--- config.mk ---
export PLATFORM = sky130hd
export DESIGN_NAME = eval_dispatch
export DESIGN_NICKNAME = d
export VERILOG_FILES = /design/src/rtl/eval_dispatch.sv
export SDC_FILE = /design/constraint.sdc
export NUM_CORES = 1
export LEC_CHECK = 0
export CAP_MARGIN = 30
export CORE_AREA = 2 2 242 244
export DETAILED_ROUTE_END_ITERATION = 10
export DIE_AREA = 0 0 244 246
export PLACE_DENSITY = 0.51
export RECOVER_POWER = 100
export SYNTH_ARGS = -nofsm -noshare
export SYNTH_HDL_FRONTEND = slang
export SYNTH_SLANG_ARGS = --single-unit
export TNS_END_PERCENT = 50
--- constraint.sdc ---
create_clock -name clk -period 2.35 [get_ports clk]
set_input_delay 0.3525 -clock clk [delete_from_list [all_inputs] [get_ports clk]]
set_output_delay 0.3525 -clock clk [all_outputs]
set_load 0.02 [all_outputs]
--- src/rtl/eval_dispatch.sv ---
// eval_dispatch: initiator side of the board-evaluation handshake.
// Takes one position per request, runs board_attack then evaluate, returns
// the captured score/flags over a valid/ready port, then clears both engines.
// Optional: EVAL_DISPATCH_TIMEOUT_EN bounds both wait states by TIMEOUT_CYCLES.
`ifndef PIECE_WIDTH
`define PIECE_WIDTH 4
`endif
`ifndef BOARD_WIDTH
`define BOARD_WIDTH (64*`PIECE_WIDTH)
`endif

module eval_dispatch #(
  parameter int EVAL_WIDTH     = 24,
  parameter int UCI_WIDTH      = 16,
  parameter int BOARD_WIDTH    = `BOARD_WIDTH,
  parameter int TIMEOUT_CYCLES = 1024
) (
  input  logic                   clk,
  input  logic                   reset,
  // request from search controller
  input  logic                   req_valid,
  output logic                   req_ready,
  input  logic [BOARD_WIDTH-1:0] req_board,
  input  logic                   req_white_to_move,
  input  logic [3:0]             req_castle_mask,
  input  logic [UCI_WIDTH-1:0]   req_uci,
  // registered position to the engines
  output logic [BOARD_WIDTH-1:0] board,
  output logic                   white_to_move,
  output logic [3:0]             castle_mask,
  output logic [UCI_WIDTH-1:0]   uci,
  // board_attack
  output logic                   attack_board_valid,
  input  logic                   is_attacking_done,
  input  logic                   white_in_check,
  input  logic                   black_in_check,
  output logic                   clear_attack,
  // evaluate
  output logic                   eval_board_valid,
  input  logic                   eval_valid,
  input  logic [EVAL_WIDTH-1:0]  eval,
  input  logic                   insufficient_material,
  output logic                   clear_eval,
  // result
  output logic                   res_valid,
  input  logic                   res_ready,
  output logic [EVAL_WIDTH-1:0]  res_eval,
  output logic                   res_white_in_check,
  output logic                   res_black_in_check,
  output logic                   res_insufficient,
  output logic                   res_timeout
);

  typedef enum logic [2:0] {
    IDLE, ATTACK_WAIT, EVAL_WAIT, RESULT, CLEAR
  } state_t;

  typedef struct packed {
    logic                  white_chk;
    logic                  black_chk;
    logic                  insufficient;
    logic [EVAL_WIDTH-1:0] score;
  } res_t;

  state_t state, state_nxt;
  res_t   res_q;
  logic   accept;
  logic   to_hit;

  assign accept = (state == IDLE) && req_valid;

`ifdef EVAL_DISPATCH_TIMEOUT_EN
  logic [15:0] wait_cnt;
  logic        timeout_q;

  assign to_hit = (wait_cnt == 16'(TIMEOUT_CYCLES - 1));

  // Wait counter restarts on every state change, runs only while waiting.
  always_ff @(posedge clk or negedge reset) begin
    if (!reset)                  wait_cnt <= '0;
    else if (state_nxt != state) wait_cnt <= '0;
    else if (state == ATTACK_WAIT || state == EVAL_WAIT)
      wait_cnt <= wait_cnt + 16'd1;
  end

  // Timeout flag: set when a wait expires, cleared by the next request.
  always_ff @(posedge clk or negedge reset) begin
    if (!reset)      timeout_q <= 1'b0;
    else if (accept) timeout_q <= 1'b0;
    else if (to_hit && ((state == ATTACK_WAIT && !is_attacking_done) ||
                        (state == EVAL_WAIT && !eval_valid)))
      timeout_q <= 1'b1;
  end

  assign res_timeout = timeout_q;
`else
  assign to_hit      = 1'b0;
  assign res_timeout = 1'b0;
`endif

  // State register.
  always_ff @(posedge clk or negedge reset) begin
    if (!reset) state <= IDLE;
    else        state <= state_nxt;
  end

  // Next state and state-decoded handshake outputs.
  always_comb begin
    state_nxt          = state;
    req_ready          = 1'b0;
    attack_board_valid = 1'b0;
    eval_board_valid   = 1'b0;
    res_valid          = 1'b0;
    clear_attack       = 1'b0;
    clear_eval         = 1'b0;
    case (state)
      IDLE: begin
        req_ready = 1'b1;
        if (req_valid) state_nxt = ATTACK_WAIT;
      end
      ATTACK_WAIT: begin
        attack_board_valid = 1'b1;
        if (is_attacking_done) state_nxt = EVAL_WAIT;
        else if (to_hit)       state_nxt = RESULT;
      end
      EVAL_WAIT: begin
        eval_board_valid = 1'b1;
        if (eval_valid)  state_nxt = RESULT;
        else if (to_hit) state_nxt = RESULT;
      end
      RESULT: begin
        res_valid = 1'b1;
        if (res_ready) state_nxt = CLEAR;
      end
      CLEAR: begin
        clear_attack = 1'b1;
        clear_eval   = 1'b1;
        state_nxt    = IDLE;
      end
      default: state_nxt = IDLE;
    endcase
  end

  // Position registers, loaded on request acceptance.
  always_ff @(posedge clk or negedge reset) begin
    if (!reset) begin
      board         <= '0;
      white_to_move <= 1'b0;
      castle_mask   <= '0;
      uci           <= '0;
    end else if (accept) begin
      board         <= req_board;
      white_to_move <= req_white_to_move;
      castle_mask   <= req_castle_mask;
      uci           <= req_uci;
    end
  end

  // Result capture; a timeout leaves score and flags at zero.
  always_ff @(posedge clk or negedge reset) begin
    if (!reset) begin
      res_q <= '0;
    end else if (accept) begin
      res_q <= '0;
    end else if (state == ATTACK_WAIT) begin
      if (is_attacking_done) begin
        res_q.white_chk <= white_in_check;
        res_q.black_chk <= black_in_check;
      end else if (to_hit) begin
        res_q <= '0;
      end
    end else if (state == EVAL_WAIT) begin
      if (eval_valid) begin
        res_q.score        <= eval;
        res_q.insufficient <= insufficient_material;
      end else if (to_hit) begin
        res_q <= '0;
      end
    end
  end

  assign res_eval           = res_q.score;
  assign res_white_in_check = res_q.white_chk;
  assign res_black_in_check = res_q.black_chk;
  assign res_insufficient   = res_q.insufficient;

endmodule

==> metrics.txt <==
# TYPE chip_impl_metric gauge
chip_impl_metric{name="slew-limit-headroom",unit="%"} 23.31
chip_impl_metric{name="floorplan.die.height",unit="um"} 246
chip_impl_info{name="top_layer_used",value="met4"} 1
chip_impl_metric{name="synth_sequential_area_ratio",unit="%"} 65.83
chip_impl_metric{name="synth.yosys.warnings",unit=""} 0
chip_impl_metric{name="setup_viol_count_final",unit=""} 0
chip_impl_metric{name="clock_sinks",unit=""} 307
chip_impl_metric{name="drc",unit=""} 0
chip_impl_metric{name="filler_cell_count",unit=""} 5659
chip_impl_metric{name="viasPerCell",unit=""} 3.882
chip_impl_metric{name="worst-endpoint-required",unit="ns"} 2.00
chip_impl_metric{name="layout.cells.non_filler",unit=""} 2116
chip_impl_info{name="slowest_stage",value="sky130_fd_sc_hd__clkdlybuf4s50_1"} 1
chip_impl_info{name="worstHoldPathType",value="input port to flop"} 1
chip_impl_metric{name="finalMaxSlewViolations",unit=""} 0
chip_impl_metric{name="core-area",unit="mm^2"} 0.05737
chip_impl_metric{name="syn_inst",unit=""} 674
chip_impl_metric{name="initial_core_util",unit="%"} 20.34
chip_impl_info{name="reg2reg_to",value="board[158]$_DFFE_PN0N_"} 1
chip_impl_metric{name="ir_drop",unit="V"} 0.0007187
chip_impl_metric{name="finalCoreUtilization",unit="%"} 34.70
chip_impl_metric{name="clock-skew-final",unit="ns"} 0.01412
chip_impl_metric{name="max_cap_check_violation_count",unit=""} 0
chip_impl_metric{name="syn-cell-area",unit="mm^2"} 0.01167
chip_impl_metric{name="timing.setup.tns",unit="ns"} 0
chip_impl_info{name="r2r_start",value="state[1]$_DFFE_PN0P_"} 1
chip_impl_metric{name="routedLengthMet1",unit="um"} 14990
chip_impl_metric{name="slowest_delay",unit="ns"} 0.62
chip_impl_metric{name="r2r_setup_slack",unit="ns"} 0.15
chip_impl_metric{name="report.final.hold_viol_count",unit=""} 0
chip_impl_metric{name="dr_wl_met3",unit="um"} 3183
chip_impl_metric{name="synth_fp_nets",unit=""} 984
chip_impl_info{name="outcome",value="complete, no violations"} 1
chip_impl_metric{name="grt_overflow",unit=""} 0
chip_impl_info{name="synthTopCellsByCount",value="307 x sky130_fd_sc_hd__dfrtp_1, 200 x sky130_fd_sc_hd__mux2_1, 77 x sky130_fd_sc_hd__mux2_2"} 1
chip_impl_metric{name="numCtsBuffers",unit=""} 38
chip_impl_metric{name="ys_ff_latch",unit=""} 307
chip_impl_metric{name="routed_wire_length_per_instance",unit="um"} 18.36
chip_impl_metric{name="synth-edff-count",unit=""} 0
chip_impl_info{name="cts_root_buf",value="sky130_fd_sc_hd__clkbuf_16"} 1
chip_impl_metric{name="synthDominantCellAreaShare",unit="%"} 65.83
chip_impl_metric{name="fin_crit_sh",unit="%"} 95.07
chip_impl_metric{name="die_w",unit="um"} 244
chip_impl_metric{name="worst_skew_pair.late_latency",unit="ns"} 0.54
chip_impl_metric{name="route.met2.wl",unit="um"} 19790
chip_impl_metric{name="p_leak",unit="nW"} 8.321
chip_impl_info{name="critical_path.startpoint_type",value="flop"} 1
chip_impl_metric{name="final_layout_size_suffix_gt1_share",unit="%"} 12.81
chip_impl_metric{name="worstPathArrival",unit="ns"} 1.88
chip_impl_metric{name="route.final.wire_length",unit="um"} 38850
chip_impl_metric{name="power_density",unit="mW/mm^2"} 1405
chip_impl_metric{name="post-cts-setup-buffer-count",unit=""} 0
chip_impl_metric{name="synth-async-reset-ratio",unit="%"} 100.0
chip_impl_metric{name="cts.path.max_buffers",unit=""} 3
chip_impl_metric{name="timing.final.crit_period",unit="ns"} 2.234
chip_impl_metric{name="post_synthesis_area_per_instance",unit="um^2"} 17.31
chip_impl_metric{name="synthDistinctLibCells",unit=""} 26
chip_impl_metric{name="clk_transition_reported_paths",unit="ns"} 0.06
chip_impl_metric{name="f_max",unit="MHz"} 447.6
chip_impl_metric{name="grt_pass1_wl",unit="um"} 57530
chip_impl_metric{name="r2r.worst_path.cells",unit=""} 4
chip_impl_info{name="synthDominantAreaCellType",value="sky130_fd_sc_hd__dfrtp_1"} 1
chip_impl_metric{name="dpl.cell_count",unit=""} 2046
chip_impl_metric{name="grt_antenna_before_repair",unit=""} 1
chip_impl_info{name="rsz0062_at_grt",value="false"} 1
chip_impl_info{name="postSynth.topFlopCell",value="sky130_fd_sc_hd__dfrtp_1"} 1
chip_impl_metric{name="die_area",unit="mm^2"} 0.06002
chip_impl_metric{name="design.final.nets",unit=""} 1632
chip_impl_metric{name="cts_max_level",unit=""} 2
chip_impl_info{name="timing_worst_setup_path_type",value="flop to primary output"} 1
chip_impl_info{name="synth_top_cells_by_area",value="sky130_fd_sc_hd__dfrtp_1 66%, sky130_fd_sc_hd__mux2_1 19%, sky130_fd_sc_hd__mux2_2 7.4%"} 1
chip_impl_metric{name="pin_count_of_the_biggest_net_entering_global_routing",unit=""} 67
chip_impl_info{name="worstHoldEndpoint",value="board[166]$_DFFE_PN0N_"} 1
chip_impl_metric{name="ioPinCount",unit=""} 621
chip_impl_info{name="cts_tree",value="done"} 1
chip_impl_metric{name="hpwl",unit="um"} 29670
chip_impl_metric{name="portBuffers",unit=""} 619
chip_impl_metric{name="number_of_global_route_vias_before_repair",unit=""} 9026
chip_impl_metric{name="gp_congestion",unit=""} 0.7522
chip_impl_info{name="worst_min_path_start",value="req_board[166]"} 1
chip_impl_metric{name="antenna_left",unit=""} 0
chip_impl_metric{name="gr-usage-all-layers",unit="%"} 12.59
chip_impl_metric{name="critical_path.max_fanout",unit=""} 10
chip_impl_metric{name="dr.first_iter.drc_count",unit=""} 184
chip_impl_metric{name="max_slew.worst_pin.slew",unit="ns"} 1.150
chip_impl_info{name="yosysMostFrequentCell",value="sky130_fd_sc_hd__dfrtp_1"} 1
chip_impl_info{name="timing.critical_path.cells",value="and3b_2 -> clkdlybuf4s50_1"} 1
chip_impl_info{name="crit_path_end_kind",value="primary output"} 1
chip_impl_metric{name="core.rowCount",unit=""} 88
chip_impl_metric{name="growth_of_design_area_from_synthesis_to_finish",unit="%"} 70.56
chip_impl_metric{name="dr_total_vias",unit=""} 8215
chip_impl_metric{name="firstDrtPassIters",unit=""} 4
chip_impl_metric{name="min_delay_path_depth",unit=""} 2
## what timing repair did
action | in CTS | in global routing
hold endpoints to repair | 56 | 0
gates resized for setup | 9 | 0
hold buffers | 1 | 0
endpoints found under the setup margin | 6 | 0
## where the power goes
group | switching, mW | leakage [nW] | internal, mW | total [mW]
Sequential | 1.29 | 3.66 | 7.98 | 9.27
Combinational | 6.63 | 4.04 | 6.17 | 12.8
Clock | 2.26 | 0.626 | 3.63 | 5.89
## critical path, delay by kind of cell, from the launching register on
family | cells | cell delay [ns]
flops | 1 | 0.47
buf+inv | 1 | 0.62
simple gates | 1 | 0.27
## final cells by class
class | instances | area, um^2 | area share [%]
flip-flops and latches | 307 | 7686 | 38.62
repair buffers | 650 | 6465 | 32.48
multi-input cells | 325 | 3517 | 17.67
clock buffers | 62 | 1215 | 6.104
well taps | 765 | 957.2 | 4.809
clock inverters | 6 | 61.31 | 0.3080
diodes | 1 | 2.502 | 0.01257
## kinds of logic after synthesis
family | count (synthesis) | share of synthesized area (%)
mux | 278 | 26.81
simple gates | 15 | 0.9113
other cells | 1 | 0.03213
compound gates | 31 | 2.305
buf+inv | 42 | 4.106
flops | 307 | 65.83
## registers in the layout (all words and copies together) (netlist names)
signal	cells
board	256
res_eval	24
uci	16
castle_mask	4
state	3
res_black_in_check	1
res_insufficient	1
res_white_in_check	1
white_to_move	1
## per-layer routing
metal / up-vias / GRT usage (%)
li1: 3713 / -
met1: 4079 / 14.49
met2: 371 / 22.00
met3: 52 / 4.183
met4: 0 / 3.999
met5: - / 0
## cell usage in the layout (no fill, tap or decap), types with 5 or more instances in the layout
master	synthesis	final
sky130_fd_sc_hd__clkbuf_16	0	41
sky130_fd_sc_hd__clkdlybuf4s50_1	0	309
sky130_fd_sc_hd__buf_12	1	5
sky130_fd_sc_hd__dfrtp_1	307	304
sky130_fd_sc_hd__a22o_2	5	5
sky130_fd_sc_hd__clkbuf_1	1	14
sky130_fd_sc_hd__a22o_1	22	22
sky130_fd_sc_hd__mux2_2	77	77
sky130_fd_sc_hd__dlygate4sd3_1	0	305
sky130_fd_sc_hd__buf_6	16	6
sky130_fd_sc_hd__clkbuf_8	0	11
sky130_fd_sc_hd__dlygate4sd2_1	0	5
sky130_fd_sc_hd__clkbuf_2	0	10
sky130_fd_sc_hd__mux2_1	200	200
## stage by stage
stage	setup slack (ns)	hold WS (ns)	total power, mW	area, um^2
after floorplan	0.5698	0.05691	16.32	11670
after global placement	0.1806	0.4093	23.52	18760
after detailed placement	0.09823	0.4161	23.67	18760
after CTS	0.05629	0.3592	29.77	20050
after global routing	0.01732	0.3818	29.62	19900
final	0.1158	0.4058	27.96	19900
## worst max path at each step
stage	startpoint	to	slack, ns	depth (start not counted)
4_1_cts	state[2]$_DFFE_PN0P_	res_valid	0.06	2
6_report	state[2]$_DFFE_PN0P_	res_valid	0.12	2
3_5_place_dp	req_valid	board[114]$_DFFE_PN0N_	0.1	5
3_3_place_gp	req_valid	board[174]$_DFFE_PN0N_	0.18	5
2_1_floorplan	state[0]$_DFFE_PN0P_	clear_eval	0.57	3
5_1_grt	state[1]$_DFFE_PN0P_	board[148]$_DFFE_PN0N_	0.02	4
Power figures use the tool's default switching activity.
